File: config.mk
export PLATFORM = sky130hd
export DESIGN_NAME = oap_link_host
export DESIGN_NICKNAME = d
export VERILOG_FILES = /design/src/rtl/oap_link_pkg.sv /design/src/rtl/oap_link_rx.sv /design/src/rtl/oap_link_host.sv
export SDC_FILE = /design/constraint.sdc
export NUM_CORES = 1
export LEC_CHECK = 0
export ABC_AREA = 1
export CAP_MARGIN = 0
export CORE_UTILIZATION = 40
export CTS_CLUSTER_SIZE = 24
export DETAILED_ROUTE_END_ITERATION = 8
export SLEW_MARGIN = 20
export SYNTH_ARGS = -nofsm -noshare
export SYNTH_HDL_FRONTEND = slang
export SYNTH_HIERARCHICAL = 1
export SYNTH_SLANG_ARGS = --single-unit
File: constraint.sdc
create_clock -name clk -period 1.8 [get_ports clk]
set_clock_uncertainty 0.15 [all_clocks]
set_input_delay 0.27 -clock clk [delete_from_list [all_inputs] [get_ports clk]]
set_output_delay 0.27 -clock clk [all_outputs]
set_load 0.005 [all_outputs]
File: src/rtl/oap_link_pkg.sv
// Shared types and constants for the opc7 host-side serial link endpoint.
// Frame on the wire: start bit 0, WORD_W data bits LSB first, stop bit 1.
package oap_link_pkg;

    typedef enum logic [1:0] {
        TX_IDLE,
        TX_START,
        TX_DATA,
        TX_STOP
    } tx_state_t;

    typedef enum logic [1:0] {
        RX_IDLE,
        RX_DATA,
        RX_STOP,
        RX_WAIT_IDLE
    } rx_state_t;

    localparam logic LINK_IDLE = 1'b1;
    localparam logic START_BIT = 1'b0;

    // Per-bit cycle counters must reach BIT_CYCLES + BIT_CYCLES/2 - 1 (max 23).
    localparam int CYC_W = 5;

    function automatic int bit_cnt_w(input int word_w);
        return $clog2(word_w + 1);
    endfunction

endpackage

File: src/rtl/oap_link_rx.sv
// Serial receiver: input register, frame FSM, mid-bit sampler and a one-word
// holding register with valid/ready handshake, framing-error and overrun pulses.
module oap_link_rx
    import oap_link_pkg::*;
#(
    parameter int WORD_W     = 32,
    parameter int BIT_CYCLES = 1
) (
    input  logic              clk,
    input  logic              resetb,
    input  logic              link_in,
    output logic [WORD_W-1:0] rx_data,
    output logic              rx_valid,
    input  logic              rx_ready,
    output logic              rx_frame_err,
    output logic              rx_overrun
);

    localparam int BW = bit_cnt_w(WORD_W);
    localparam logic [BW-1:0]    LAST_BIT   = BW'(WORD_W - 1);
    // From the start-bit detection cycle, the first data sample lands mid-way into bit 0.
    localparam logic [CYC_W-1:0] FIRST_WAIT = CYC_W'(BIT_CYCLES + BIT_CYCLES / 2 - 1);
    localparam logic [CYC_W-1:0] BIT_WAIT   = CYC_W'(BIT_CYCLES - 1);

    rx_state_t         state_q, state_d;
    logic              s_in_q;
    logic [CYC_W-1:0]  cnt_q, cnt_d;
    logic [BW-1:0]     bit_q, bit_d;
    logic [WORD_W-1:0] shift_q, shift_d;
    logic [WORD_W-1:0] data_q, data_d;
    logic              valid_q, valid_d;
    logic              ferr_q, ferr_d;
    logic              ovr_q, ovr_d;

    always_ff @(posedge clk or negedge resetb) begin
        if (!resetb) begin
            state_q <= RX_IDLE;
            s_in_q  <= LINK_IDLE;
            cnt_q   <= '0;
            bit_q   <= '0;
            shift_q <= '0;
            data_q  <= '0;
            valid_q <= 1'b0;
            ferr_q  <= 1'b0;
            ovr_q   <= 1'b0;
        end else begin
            state_q <= state_d;
            s_in_q  <= link_in;
            cnt_q   <= cnt_d;
            bit_q   <= bit_d;
            shift_q <= shift_d;
            data_q  <= data_d;
            valid_q <= valid_d;
            ferr_q  <= ferr_d;
            ovr_q   <= ovr_d;
        end
    end

    always_comb begin
        state_d = state_q;
        cnt_d   = cnt_q;
        bit_d   = bit_q;
        shift_d = shift_q;
        data_d  = data_q;
        valid_d = valid_q & ~rx_ready;
        ferr_d  = 1'b0;
        ovr_d   = 1'b0;
        case (state_q)
            RX_IDLE: begin
                if (s_in_q == START_BIT) begin
                    state_d = RX_DATA;
                    cnt_d   = FIRST_WAIT;
                    bit_d   = '0;
                end
            end
            RX_DATA: begin
                if (cnt_q == '0) begin
                    cnt_d   = BIT_WAIT;
                    shift_d = {s_in_q, shift_q[WORD_W-1:1]};
                    bit_d   = bit_q + 1'b1;
                    if (bit_q == LAST_BIT) begin
                        state_d = RX_STOP;
                    end
                end else begin
                    cnt_d = cnt_q - 1'b1;
                end
            end
            RX_STOP: begin
                if (cnt_q == '0) begin
                    if (s_in_q == LINK_IDLE) begin
                        state_d = RX_IDLE;
                        // A same-cycle handshake frees the holding register for the new word.
                        if (!valid_q || rx_ready) begin
                            data_d  = shift_q;
                            valid_d = 1'b1;
                        end else begin
                            ovr_d = 1'b1;
                        end
                    end else begin
                        ferr_d  = 1'b1;
                        state_d = RX_WAIT_IDLE;
                    end
                end else begin
                    cnt_d = cnt_q - 1'b1;
                end
            end
            RX_WAIT_IDLE: begin
                if (s_in_q == LINK_IDLE) begin
                    state_d = RX_IDLE;
                end
            end
        endcase
    end

    assign rx_data      = data_q;
    assign rx_valid     = valid_q;
    assign rx_frame_err = ferr_q;
    assign rx_overrun   = ovr_q;

endmodule

File: src/rtl/oap_link_host.sv
// Host endpoint for one opc7 array boundary link: serialiser driving a node rx
// pin and an independent deserialiser (oap_link_rx) listening to a node tx pin.
module oap_link_host
    import oap_link_pkg::*;
#(
    parameter int WORD_W     = 32,
    parameter int BIT_CYCLES = 1
) (
    input  logic              clk,
    input  logic              resetb,
    input  logic [WORD_W-1:0] tx_data,
    input  logic              tx_valid,
    output logic              tx_ready,
    output logic              link_out,
    input  logic              link_in,
    output logic [WORD_W-1:0] rx_data,
    output logic              rx_valid,
    input  logic              rx_ready,
    output logic              rx_frame_err,
    output logic              rx_overrun
);

    localparam int BW = bit_cnt_w(WORD_W);
    localparam logic [BW-1:0]    LAST_BIT = BW'(WORD_W - 1);
    localparam logic [CYC_W-1:0] BC_LAST  = CYC_W'(BIT_CYCLES - 1);

    tx_state_t         state_q, state_d;
    logic [WORD_W-1:0] shift_q, shift_d;
    logic [CYC_W-1:0]  cyc_q, cyc_d;
    logic [BW-1:0]     bit_q, bit_d;
    logic              link_q, link_d;

    always_ff @(posedge clk or negedge resetb) begin
        if (!resetb) begin
            state_q <= TX_IDLE;
            shift_q <= '0;
            cyc_q   <= '0;
            bit_q   <= '0;
            link_q  <= LINK_IDLE;
        end else begin
            state_q <= state_d;
            shift_q <= shift_d;
            cyc_q   <= cyc_d;
            bit_q   <= bit_d;
            link_q  <= link_d;
        end
    end

    // link_d is the line level for the state being entered, so link_out stays glitch-free.
    always_comb begin
        state_d  = state_q;
        shift_d  = shift_q;
        cyc_d    = cyc_q;
        bit_d    = bit_q;
        link_d   = link_q;
        tx_ready = (state_q == TX_IDLE);
        case (state_q)
            TX_IDLE: begin
                link_d = LINK_IDLE;
                if (tx_valid) begin
                    shift_d = tx_data;
                    state_d = TX_START;
                    cyc_d   = '0;
                    link_d  = START_BIT;
                end
            end
            TX_START: begin
                if (cyc_q == BC_LAST) begin
                    cyc_d   = '0;
                    bit_d   = '0;
                    state_d = TX_DATA;
                    link_d  = shift_q[0];
                end else begin
                    cyc_d = cyc_q + 1'b1;
                end
            end
            TX_DATA: begin
                if (cyc_q == BC_LAST) begin
                    cyc_d = '0;
                    if (bit_q == LAST_BIT) begin
                        state_d = TX_STOP;
                        link_d  = LINK_IDLE;
                    end else begin
                        shift_d = shift_q >> 1;
                        bit_d   = bit_q + 1'b1;
                        link_d  = shift_q[1];
                    end
                end else begin
                    cyc_d = cyc_q + 1'b1;
                end
            end
            TX_STOP: begin
                if (cyc_q == BC_LAST) begin
                    cyc_d   = '0;
                    state_d = TX_IDLE;
                end else begin
                    cyc_d = cyc_q + 1'b1;
                end
            end
        endcase
    end

    assign link_out = link_q;

    oap_link_rx #(
        .WORD_W    (WORD_W),
        .BIT_CYCLES(BIT_CYCLES)
    ) u_rx (
        .clk         (clk),
        .resetb      (resetb),
        .link_in     (link_in),
        .rx_data     (rx_data),
        .rx_valid    (rx_valid),
        .rx_ready    (rx_ready),
        .rx_frame_err(rx_frame_err),
        .rx_overrun  (rx_overrun)
    );

endmodule

==> impl_metrics.toml <==
[outcome]
status = "complete, but fails checks"
violations = "design-rule violations"

[timing]
finalHoldViolCount = 0
fmax_mhz = 578
min_period_ns = 1.73
finalCritPeriodShare = 0.961
setup_viol = 0
final-max-slew-violation-count = 0
setup_ws_ns = 0.0701
tightest_slew_ns = 0.499
relSlewSlack = 0.667
whs_ns = 0.112

[worst_setup_path]
slowest_stage = "dfrtp_1"
crit_path_max_fanout = 22
worstPathRequired_ns = 1.97
crit_arrival_ns = 1.90
critPathKind = "flip-flop to flip-flop"
crit_path_start_kind = "flip-flop"
cpPeakStageDelay_ns = 0.40
reg2regPathDepth = 8
path_cells = "inv_2 > ha_4 > nand3_4 > nor3_4 > buf_4 > buf_12 > nand2_1 > o21ai_0"
critPathCaptureType = "flip-flop"

[placed_design]
gp_congestion = 0.777
dp_hpwl_mm = 8.73
post-place-ws_ns = -0.0174
port_buffers = 73
dp.cells = 1008

[grt]
grt_pass1_vias = 4996
grtUsageTotal = 0.184
overflow = 0
grt_pass1_wl_mm = 23.4
antenna_found_initial = 0
grt_max_degree = 45

[logic_synthesis]
synthesis.nets = 811
yosys.area_share.simple = 0.321
yosys_warnings = 6
ys_seq_elements = 127
yosys-top-cells-area = "dfrtp_1, nand2_1, inv_1, nand4_1, o21ai_0"
synthDominantCellAreaShare = 0.515
ys.flop_type = "dfrtp_1"
synthArstFlopShare = 1.00
synth.area.mux_share = 0
netlist_instances = 761
synth_xor_area_frac = 0.00721
synth_top_family_by_area = "simple AND/OR/NAND/NOR gates"
synth_enable_flop_cells = 0
yosys.area_share.adder = 0.0268
synth_compound_area_frac = 0.0484
synth_seq_area_share = 0.524
syn_area_um2 = 6070
synth.avg_cell_area_um2 = 7.98
yosys.area.top_type = "dfrtp_1"
ys_types = 29

[hold_path]
whs_path_depth = 1
hold_class = "input port to flip-flop"

[finish]
nets = 909
layout.area.seq_um2 = 3180
layout-area-overhead-vs-synth_pct = 31.6
fin_cells = 1056
drive_gt1_frac = 0.118
fillCellCount = 1329
multi_input_area_um2 = 2520
fin_util = 0.544
insertedDiodeCount = 0

[power]
p_comb_frac = 0.412
p_seq_frac = 0.326
p_leak_nw = 4.02
switching_share = 0.371
internal_power_w = 0.00848
power_w = 0.0135
vdd_ir_drop_max_mv = 0.878
switchingPower_w = 0.00499
p_clk_frac = 0.262
p_per_area_nw_per_um2 = 1690

[routing]
drt-initial-drc-count = 372
num_vias = 5172
drc = 18
dr.pass1.iters = 7
wl_per_cell_um = 13.5
avgViaCountPerCell = 4.90
routed_wl_mm = 14.2
antenna_left = 0

[floorplan]
die_y_um = 125
chipWidth_um = 125
start_util = 0.413
num_io_pins = 74
die-area_um2 = 15700
core-area_um2 = 14700
std_cell_rows = 44

[clock_network]
htreeDepth = 4
clk_pin_slew_worst_paths_ns = 0.06
clk_path_buf_depth = 2
clkSinkCount = 127
cts_made_buffers = 17
clk_latency_ns = 0.41
cts_tree = "built"
root_buffer = "clkbuf_16"

[job]
maxCapViolCount = 0
==> state kept, by name (all words and copies together) (netlist names), 2 cells and up <==
| signal | flops |
|---|---|
| u_rx/rx_data | 32 |
| u_rx/cnt_q | 5 |
| shift_q | 32 |
| bit_q | 6 |
| u_rx/shift_q | 32 |
| cyc_q | 5 |
| u_rx/state_q | 2 |
| state_q | 2 |
| u_rx/bit_q | 6 |
==> cells in the mapped netlist, types with 2 or more instances <==
cell / count
a21oi_1: 5
ha_1: 13
clkbuf_1: 2
nand3_4: 3
buf_6: 3
nor2_2: 4
dfrtp_1: 125
dfstp_2: 2
o21ai_1: 4
nand2_1: 361
nor2_4: 3
nand3b_1: 2
xor2_1: 4
nand4_1: 38
o21ai_0: 47
buf_4: 4
inv_1: 67
clkbuf_2: 3
nand2_2: 2
buf_2: 19
nand3_1: 24
inv_2: 2
nor2_1: 18
==> layout make-up <==
| cell class | count | share of cell area |
|---|---|---|
| Timing Repair Buffer | 109 | 0.147 |
| Multi-Input combinational cell | 535 | 0.316 |
| Sequential cell | 127 | 0.398 |
| Clock buffer | 20 | 0.0584 |
| Clock inverter | 12 | 0.0185 |
| Tap cell | 184 | 0.0288 |
| Inverter | 69 | 0.0333 |
==> worst max-delay path, delay by kind of cell, from the launching register on <==
kind            cells  cell delay, ns
compound gates      1            0.08
flops               1            0.40
simple gates        3            0.43
fa+ha+maj           1            0.17
buf+inv             3            0.41
==> final timing paths <==
path | startpoint | to | slack [ns]
setup / recovery | u_rx/cnt_q[0] | u_rx/rx_data[0] | 0.07
hold / removal | link_in | u_rx/s_in_q | 0.11
setup reg to reg | u_rx/cnt_q[0] | u_rx/rx_data[0] | 0.07
hold reg to reg | shift_q[30] | shift_q[30] | 0.32
max in group asynchronous | resetb | shift_q[22] | 0.68
min in group asynchronous | resetb | cyc_q[1] | 0.21
==> per-layer routing <==
layer	global-route usage	routed length, um
met5	0	0
met4	0.0531	165
met3	0.0496	653
met2	0.303	6880
met1	0.239	6530
==> cells by family (layout without fill, tap and decap cells) <==
group                    Yosys count  after routing
AND/OR/NAND/NOR                  458            459
flip-flops                       127            127
XOR/XNOR                           5              5
buffers and inverters            100            210
AO/OA/AOI/OAI                     58             58
adder cells (fa/ha/maj)           13             13
==> what timing repair did <==
item	4_1_cts	5_1_grt
cloned	0	4
hold buffers	1	0
pin swaps	1	5
endpoints found under the hold margin	26	0
setup buffers	3	8
endpoints found under the setup margin	6	112
gates resized for setup	12	20
==> metrics by stage <==
step / cell area (um^2) / setup TNS (ns)
final: 7990 / 0
after floorplan: 6070 / 0
after global placement: 7120 / -0.00118
after detailed placement: 7120 / -0.0270
after CTS: 7800 / 0
after global routing: 7990 / -0.167
==> placed cells by master (no fill, tap or decap), types with 5 or more instances in the layout <==
| cell type | instances |
|---|---|
| inv_1 | 62 |
| clkdlybuf4s50_1 | 70 |
| clkbuf_16 | 20 |
| buf_4 | 21 |
| o21ai_0 | 45 |
| ha_1 | 9 |
| inv_2 | 5 |
| buf_12 | 9 |
| inv_6 | 7 |
| nand2_2 | 5 |
| nor2_1 | 16 |
| nand3_1 | 24 |
| o21ai_1 | 6 |
| nor2_4 | 5 |
| nand4_1 | 38 |
| dfrtp_1 | 124 |
| nand2_1 | 359 |
==> power by group through the flow <==
stage | combinational [W] | clock [W] | sequential, W
after floorplan | 0.00317 | 0 | 0.00435
after detailed placement | 0.00500 | 0 | 0.00443
after global placement | 0.00490 | 0 | 0.00440
after CTS | 0.00517 | 0.00363 | 0.00440
final | 0.00555 | 0.00353 | 0.00440
after global routing | 0.00621 | 0.00377 | 0.00451
(Power assumes the default switching activity.)
